## config.mk

```make
export PLATFORM = sky130hd
export DESIGN_NAME = l1b_denetleyici
export DESIGN_NICKNAME = d
export VERILOG_FILES = /design/src/rtl/l1b_denetleyici.sv
export SDC_FILE = /design/constraint.sdc
export NUM_CORES = 1
export LEC_CHECK = 0
export CORE_MARGIN = 1.5
export CORE_UTILIZATION = 53
export CTS_CLUSTER_DIAMETER = 100
export DETAILED_ROUTE_END_ITERATION = 12
export PLACE_DENSITY = 0.8
export SLEW_MARGIN = 15
export SYNTH_ARGS = -nofsm -noshare
export SYNTH_HDL_FRONTEND = slang
export SYNTH_SLANG_ARGS = --single-unit
```

## constraint.sdc

```tcl
create_clock -name clk_i -period 6.9 [get_ports clk_i]
set_clock_uncertainty 0.05 [all_clocks]
set_input_delay 2.07 -clock clk_i [delete_from_list [all_inputs] [get_ports clk_i]]
set_output_delay 2.07 -clock clk_i [all_outputs]
set_load 0.01 [all_outputs]
```

## src/rtl/l1b_denetleyici.sv

```systemverilog
// Instruction-fetch responder with a single 16-byte line buffer, 4-beat refill
// on miss, valid/ready delivery to decode and an advance pulse for the PC generator.
module l1b_denetleyici #(
  parameter int ADRES_GENISLIGI = 32,
  parameter int VERI_GENISLIGI  = 32
) (
  input  logic                       clk_i,
  input  logic                       rst_i,
  input  logic [ADRES_GENISLIGI-1:0] ps_adres_i,
  input  logic                       getir_iptal_i,
  output logic                       getir_sonraki_buyruk_getir_o,
  output logic [VERI_GENISLIGI-1:0]  buyruk_o,
  output logic [ADRES_GENISLIGI-1:0] buyruk_ps_o,
  output logic                       buyruk_gecerli_o,
  input  logic                       coz_hazir_i,
  output logic                       bellek_istek_gecerli_o,
  input  logic                       bellek_istek_hazir_i,
  output logic [ADRES_GENISLIGI-1:0] bellek_adres_o,
  input  logic                       bellek_yanit_gecerli_i,
  input  logic [VERI_GENISLIGI-1:0]  bellek_yanit_veri_i
);

  localparam int ETIKET_GENISLIGI = ADRES_GENISLIGI - 4;

  typedef enum logic [1:0] {
    BOSTA,
    ISTEK,
    DOLDUR
  } durum_t;

  durum_t                       durum_q, durum_d;
  logic [1:0]                   sayac_q;
  logic [VERI_GENISLIGI-1:0]    satir_veri [4];
  logic [ETIKET_GENISLIGI-1:0]  satir_etiket_q;
  logic                         satir_gecerli_q;

  logic isabet;
  logic cikis_serbest;
  logic yukle;
  logic iskala_baslat;
  logic beat_al;
  logic son_beat;
  logic unused_ps_alt;

  // Byte offset within a word never matters for a word-aligned fetch.
  assign unused_ps_alt = ^ps_adres_i[1:0];

  assign isabet        = satir_gecerli_q &&
                         (ps_adres_i[ADRES_GENISLIGI-1:4] == satir_etiket_q);
  assign cikis_serbest = !buyruk_gecerli_o || coz_hazir_i;
  assign beat_al       = (durum_q == DOLDUR) && bellek_yanit_gecerli_i;
  assign son_beat      = beat_al && (sayac_q == 2'd3);

  always_ff @(posedge clk_i or posedge rst_i) begin
    if (rst_i) begin
      durum_q <= BOSTA;
    end else begin
      durum_q <= durum_d;
    end
  end

  // NOTE: every output of this block gets a default first so no latch is inferred.
  always_comb begin
    durum_d                = durum_q;
    yukle                  = 1'b0;
    iskala_baslat          = 1'b0;
    bellek_istek_gecerli_o = 1'b0;
    unique case (durum_q)
      BOSTA: begin
        if (!getir_iptal_i) begin
          if (isabet) begin
            yukle = cikis_serbest;
          end else begin
            iskala_baslat = 1'b1;
            durum_d       = ISTEK;
          end
        end
      end
      ISTEK: begin
        bellek_istek_gecerli_o = 1'b1;
        if (bellek_istek_hazir_i) begin
          durum_d = DOLDUR;
        end
      end
      DOLDUR: begin
        if (son_beat) begin
          durum_d = BOSTA;
        end
      end
      default: durum_d = BOSTA;
    endcase
  end

  assign getir_sonraki_buyruk_getir_o = yukle;

  // NOTE: sequential state uses non-blocking assignments so all registers update together.
  always_ff @(posedge clk_i or posedge rst_i) begin
    if (rst_i) begin
      sayac_q          <= 2'd0;
      satir_etiket_q   <= '0;
      satir_gecerli_q  <= 1'b0;
      buyruk_o         <= '0;
      buyruk_ps_o      <= '0;
      buyruk_gecerli_o <= 1'b0;
      bellek_adres_o   <= '0;
    end else begin
      if (iskala_baslat) begin
        bellek_adres_o  <= {ps_adres_i[ADRES_GENISLIGI-1:4], 4'b0000};
        satir_gecerli_q <= 1'b0;
      end

      if ((durum_q == ISTEK) && bellek_istek_hazir_i) begin
        sayac_q <= 2'd0;
      end else if (beat_al) begin
        sayac_q <= sayac_q + 2'd1;
      end

      if (son_beat) begin
        satir_etiket_q  <= bellek_adres_o[ADRES_GENISLIGI-1:4];
        satir_gecerli_q <= 1'b1;
      end

      // Flush dominates; otherwise a load refills the slot, else decode drains it.
      if (getir_iptal_i) begin
        buyruk_gecerli_o <= 1'b0;
      end else if (yukle) begin
        buyruk_o         <= satir_veri[ps_adres_i[3:2]];
        buyruk_ps_o      <= ps_adres_i;
        buyruk_gecerli_o <= 1'b1;
      end else if (coz_hazir_i) begin
        buyruk_gecerli_o <= 1'b0;
      end
    end
  end

  // NOTE: line data is not reset; satir_gecerli_q alone guards it from being used.
  always_ff @(posedge clk_i) begin
    if (beat_al) begin
      satir_veri[sayac_q] <= bellek_yanit_veri_i;
    end
  end

endmodule

```

==> metrics, run 1 <==
Pint 3060 µW; CTS tree done; CP startpoint ps_adres_i[23]; Worst Hold Depth 1; initial core utilization 0.547; biggest cell delay along the critical path 0.53 ns; Vias per Instance 5.48; Logic pwr share 0.182; drt total wl 19.6 mm; Post-synth EDFFs 128; first-pass GRT wire length 31.1 mm; final hold viol count 0; Final HPWL DP 12.4 mm; Final #Nets 760; Slowest-stage cell, CP clkdlybuf4s50_1; # hold bufs at CTS 0; sequential cell area fraction in the yosys report 0.702; Data arrival, critical path 4.20 ns; H-tree depth 1; Worst-Margin Slew 0.968 ns; Final Util 0.696; Placeable Area 18200 µm²; vias in the first global route 5674; Max Cap Viol 0; count of buffers from port buffering 164; final period utilization 0.916; Worst-path clk slew 0.06 ns; worst rel slew slack 0.355; Buf/Inv on CP 3; initial antenna violation count 0; post-synth top area share 0.386; CP dominant cell by count clkdlybuf4s50_1; maximum vdd drop 0.217 mV; # DRC 0; post-cts resize count 0; FF-to-FF Start satir_etiket_q[19]; Required @ worst endpoint 4.78 ns; Sw Pwr 1020 µW; drt initial violations 221; I/O pin total 169; R2R depth 7; Critical Path Stages 7; RSZ-0062 raised after global routing false; Cell Area, Synth 9970 µm²; Layout area overhead 27.1%; post-CTS setup buffers 0; largest net degree at the start of global routing 52; ant diodes 0; Primary FF master, synth edfxtp_1; Synth cell types 30; Worst Setup End Kind output pin; CTS buffer count 26; Std-Cell Rows 49; CTS Buffer Depth 3; top-count cell post-synth edfxtp_1; dominant cells by area after synthesis edfxtp_1, dfrtp_1, mux2_2; Worst-Skew Late Latency 0.53 ns; cells after synthesis 508; fillers 1141; setup violators final 0; synthesized flop and latch total 254; gr ovfl total 0; f_max 158 MHz; die area 19600 µm²; min-delay src buyruk_o[12]; share of power burned in registers 0.483; Lkg Pwr 0.00509 µW; top cells by count, synth edfxtp_1, dfrtp_1, mux2_2; x dimension of the die 140 µm; Critical Path Source Type primary input; Cell Chain, Critical Path clkdlybuf4s50_1 -> xnor2_1 -> nand4_1 -> nor4_2 -> nand3_4 -> inv_1 -> clkdlybuf4s50_1; Die Y 140 µm; post-synth top area cell edfxtp_1; outcome completed; Async S/R FF share, synth 0.496; First-pass DRT Iterations 4; antenna-violating nets left 0; Placer Congestion 0.837; reg-to-reg slack, setup 4.19 ns; crit path kind in -> out; clock share of power 0.336; DR vias 5122; Hold Path End buyruk_o[12]; Total GRT Usage 0.205; WL per Instance 21.0 µm; post-route minimum period 6.32 ns; clock sink count 254; CTS root buffer clkbuf_16; pwr dens 322 nW/µm²; Synth Area per Inst 19.6 µm²; fraction of layout cells with a size suffix above 1 0.297; final setup TNS 0 ns; Synth warnings 0; crit-path max FO 3; switching share of total power 0.250; Slew Viols, Final 0; Hold Path Class reg -> reg; worst reg2reg path endpoint buyruk_ps_o[3]; Largest delay share family, worst path buffers and inverters
-- per-stage QoR --
stage / total power, µW / instances / cell area, µm² / setup slack [ns] / hold WS [ns]
2_1_floorplan: 2380 / 511 / 9980 / 1.42 / 0.451
3_3_place_gp: 2700 / 887 / 11800 / 0.616 / 0.441
3_5_place_dp: 2750 / 887 / 11800 / 0.540 / 0.442
4_1_cts: 4120 / 935 / 12700 / 0.505 / 0.461
5_1_grt: 4240 / 935 / 12700 / 0.430 / 0.468
6_report: 4080 / 935 / 12700 / 0.577 / 0.458
-- logic make-up (layout without fill, tap and decap cells) --
kind of cell    after synthesis  in the layout  synth area share
buf+inv                      33            228            0.0188
flops                       254            254             0.702
simple gates                 27             27            0.0161
fa+ha+maj                     4              4           0.00502
xor+xnor                     28             28            0.0246
mux                         153            153             0.227
other cells                   1              4          0.000376
compound gates                8              8           0.00565
-- layout make-up --
cell class                      instances  area, µm²  share of cell area
Sequential cell                       254       7000               0.552
Timing Repair Buffer                  172       1690               0.134
Tap cell                              229        287              0.0226
Clock buffer                           35        714              0.0564
Multi-Input combinational cell        224       2810               0.222
Inverter                                8       32.5             0.00257
Clock inverter                         13        135              0.0107
-- state kept, by name, indices dropped and copies added (netlist names) --
signal and flops:
satir_veri 128, buyruk_o 32, buyruk_ps_o 32, bellek_adres_o 28, satir_etiket_q 28, durum_q 2
sayac_q 2, buyruk_gecerli_o 1, satir_gecerli_q 1
-- layer usage --
metal,vias up,GRT usage,share of wire
met4,0,0.0521,0.023
met5,-,0,0
met2,173,0.354,0.49
met1,2633,0.260,0.42
met3,35,0.0530,0.069
li1,2281,-,-
-- cell usage in the layout, fill, tap and decap left out, types with 3 or more instances in the layout --
cell type / count
and2_2: 3
buf_4: 8
clkbuf_1: 6
clkbuf_16: 26
clkbuf_8: 3
clkdlybuf4s50_1: 162
clkinv_2: 4
clkinvlp_4: 3
conb_1: 4
dfrtp_1: 126
edfxtp_1: 128
ha_1: 4
inv_1: 7
mux2_2: 71
mux2_4: 49
mux4_2: 32
nand2_1: 5
nand4_1: 6
xnor2_1: 28
-- how the worst max path moves through the flow --
stage / to / slack (ns)
after floorplan: bellek_adres_o[10] / 1.42
after global placement: getir_sonraki_buyruk_getir_o / 0.62
after detailed placement: getir_sonraki_buyruk_getir_o / 0.54
after CTS: getir_sonraki_buyruk_getir_o / 0.51
after global routing: getir_sonraki_buyruk_getir_o / 0.43
final: getir_sonraki_buyruk_getir_o / 0.58
-- power groups by stage --
stage               Sequential (µW)  Clock [µW]  Combinational, µW
floorplan                      2000           0                377
CTS                            1970        1390                754
finish                         1970        1370                742
global placement               1980           0                722
global route                   2000        1440                797
detailed placement             2000           0                750
Note: power is estimated with default switching activity, not from simulation.
==> inputs of run 2 (changes only) <==
--- a/config.mk
+++ b/config.mk
@@ -5,6 +5,7 @@
 export SDC_FILE = /design/constraint.sdc
 export NUM_CORES = 1
 export LEC_CHECK = 0
+export CORE_ASPECT_RATIO = 1.75
 export CORE_MARGIN = 1.5
 export CORE_UTILIZATION = 53
 export CTS_CLUSTER_DIAMETER = 100
==> metrics, run 2 (synthesis gave the netlist of run 1 again) <==
setup violators final 0 (unchanged); Std-Cell Rows 66 (+35%); Die Y 184 µm (+32%); Placer Congestion 0.756 (-9.7%); Top reg by flops satir_veri; Worst-Margin Slew 1.18 ns (+0.217 ns); Placeable Area 18500 µm² (+1.6%); crit path kind in -> out; pwr dens 314 nW/µm² (-2.6%); Hold Path Class reg -> reg; WL per Instance 20.6 µm (-2.0%); Worst Setup End Kind output pin; clock sink count 254 (unchanged); R2R depth 6 (-1); Layout area overhead 25.9%; f_max 155 MHz (-1.8%); Required @ worst endpoint 4.78 ns (about the same); Post-DP Area 11800 µm² (about the same); Slowest-stage cell, CP clkdlybuf4s50_1; final period utilization 0.933 (+0.0169); Cell Chain, Critical Path clkdlybuf4s50_1 -> xnor2_1 -> nand4_1 -> nor4_2 -> nand3_4 -> inv_1 -> clkdlybuf4s50_1; outcome completed; post-cts resize count 0 (unchanged); largest net degree at the start of global routing 69 (+33%); RSZ-0062 raised after global routing false; H-tree depth 1 (unchanged); worst reg2reg path endpoint satir_veri[3][17]; First-pass DRT Iterations 4 (unchanged); ant diodes 0 (unchanged); Worst-path clk slew 0.06 ns (about the same); x dimension of the die 107 µm (-24%); Worst-Skew Late Latency 0.51 ns (-0.02 ns); drt initial violations 209 (-5.4%); initial core utilization 0.539 (-0.00855); final hold viol count 0 (unchanged); largest registers satir_veri x128, buyruk_o x32, buyruk_ps_o x32; Worst Setup EP getir_sonraki_buyruk_getir_o; DR vias 5096 (-0.51%); CTS tree done; FF-to-FF Start durum_q[1]; Buf/Inv on CP 3 (unchanged); gr ovfl total 0 (unchanged); CP startpoint ps_adres_i[28]; # hold bufs at CTS 0 (unchanged); most frequent cells in the layout clkdlybuf4s50_1, edfxtp_1, dfrtp_1; I/O pin total 169 (unchanged); drt total wl 19.3 mm (-2.0%); CTS root buffer clkbuf_16; Design Area, Final 12500 µm² (-0.97%); most common cell after layout, fill and taps aside clkdlybuf4s50_1; number of flip-flops in the largest register 128 (unchanged); Data arrival, critical path 4.32 ns (+0.12 ns); first-pass GRT wire length 30.5 mm (-1.9%); vias in the first global route 5746 (+1.3%); Critical Path Stages 7 (unchanged); initial antenna violation count 0 (unchanged); worst rel slew slack 0.210 (-0.145); Largest delay share family, worst path buffers and inverters; fillers 1275 (+12%); die area 19700 µm² (+0.16%); CP dominant cell by count clkdlybuf4s50_1; antenna-violating nets left 0 (unchanged); maximum vdd drop 0.282 mV (+30%); Total GRT Usage 0.203 (-0.00210); Vias per Instance 5.45 (-0.51%); Critical Path Source Type primary input; Final #Nets 754 (-0.79%); Lkg Pwr 0.00502 µW (-1.5%); Slew Viols, Final 0 (unchanged); fraction of layout cells with a size suffix above 1 0.286 (-0.0119); CTS buffer count 23 (-12%); Final HPWL DP 12.5 mm (+0.48%); post-route minimum period 6.44 ns (+0.117 ns); Max Cap Viol 0 (unchanged); # DRC 0 (unchanged); count of buffers from port buffering 164 (unchanged); crit-path max FO 3 (unchanged); final setup TNS 0 ns (unchanged); biggest cell delay along the critical path 0.54 ns (about the same); CTS Buffer Depth 3 (unchanged); reg-to-reg slack, setup 4.19 ns (about the same); post-CTS setup buffers 0 (unchanged)
[run 2: cell types whose count changed in the layout (fill, tap and decap cells not counted), sizes merged]
cell,previous run,this run
clkbuf,35,28
buf,10,7
clkinvlp,3,4
[run 2: metal layers]
metal	global-route usage	vias to the layer above	wire length, µm
li1	-	2254	-
met1	0.227	2652	7010
met2	0.377	145	10600
met3	0.0407	45	1040
met4	0.0699	0	611
met5	0	-	0
[run 2: layout make-up]
| class | count | area (µm²) | area share |
|---|---|---|---|
| repair buffers | 169 | 1670 | 0.133 |
| flip-flops and latches | 254 | 7000 | 0.558 |
| clock inverters | 14 | 124 | 0.00987 |
| well taps | 238 | 298 | 0.0237 |
| multi-input cells | 224 | 2820 | 0.225 |
| clock buffers | 28 | 604 | 0.0482 |
| inverters | 8 | 35.0 | 0.00279 |
[run 2: power breakdown]
group | internal [µW] | switching (µW)
combinational | 427 | 310
sequential | 1830 | 143
clock | 699 | 531
total | 2950 | 984
[run 2: how the worst min path moves through the flow]
| stage | start | endpoint | slack [ns] | cells after the start |
|---|---|---|---|---|
| finish | buyruk_o[12] | buyruk_o[12] | 0.46 | 1 |
| global route | buyruk_o[12] | buyruk_o[12] | 0.48 | 1 |
| CTS | buyruk_o[12] | buyruk_o[12] | 0.46 | 1 |
| detailed placement | buyruk_o[12] | buyruk_o[12] | 0.44 | 1 |
| global placement | buyruk_o[5] | buyruk_o[5] | 0.44 | 1 |
| floorplan | satir_etiket_q[4] | satir_etiket_q[4] | 0.45 | 1 |
[run 2: through the flow]
step / power, µW / std cells / util / setup slack (ns) / hold slack (ns)
after global placement: 2700 / 893 / 0.639 / 0.356 / 0.440
final: 3940 / 935 / 0.678 / 0.461 / 0.456
after floorplan: 2380 / 511 / - / 1.42 / 0.451
after global routing: 4100 / 935 / 0.678 / 0.313 / 0.476
after detailed placement: 2750 / 893 / 0.639 / 0.378 / 0.443
after CTS: 3990 / 935 / 0.678 / 0.363 / 0.458
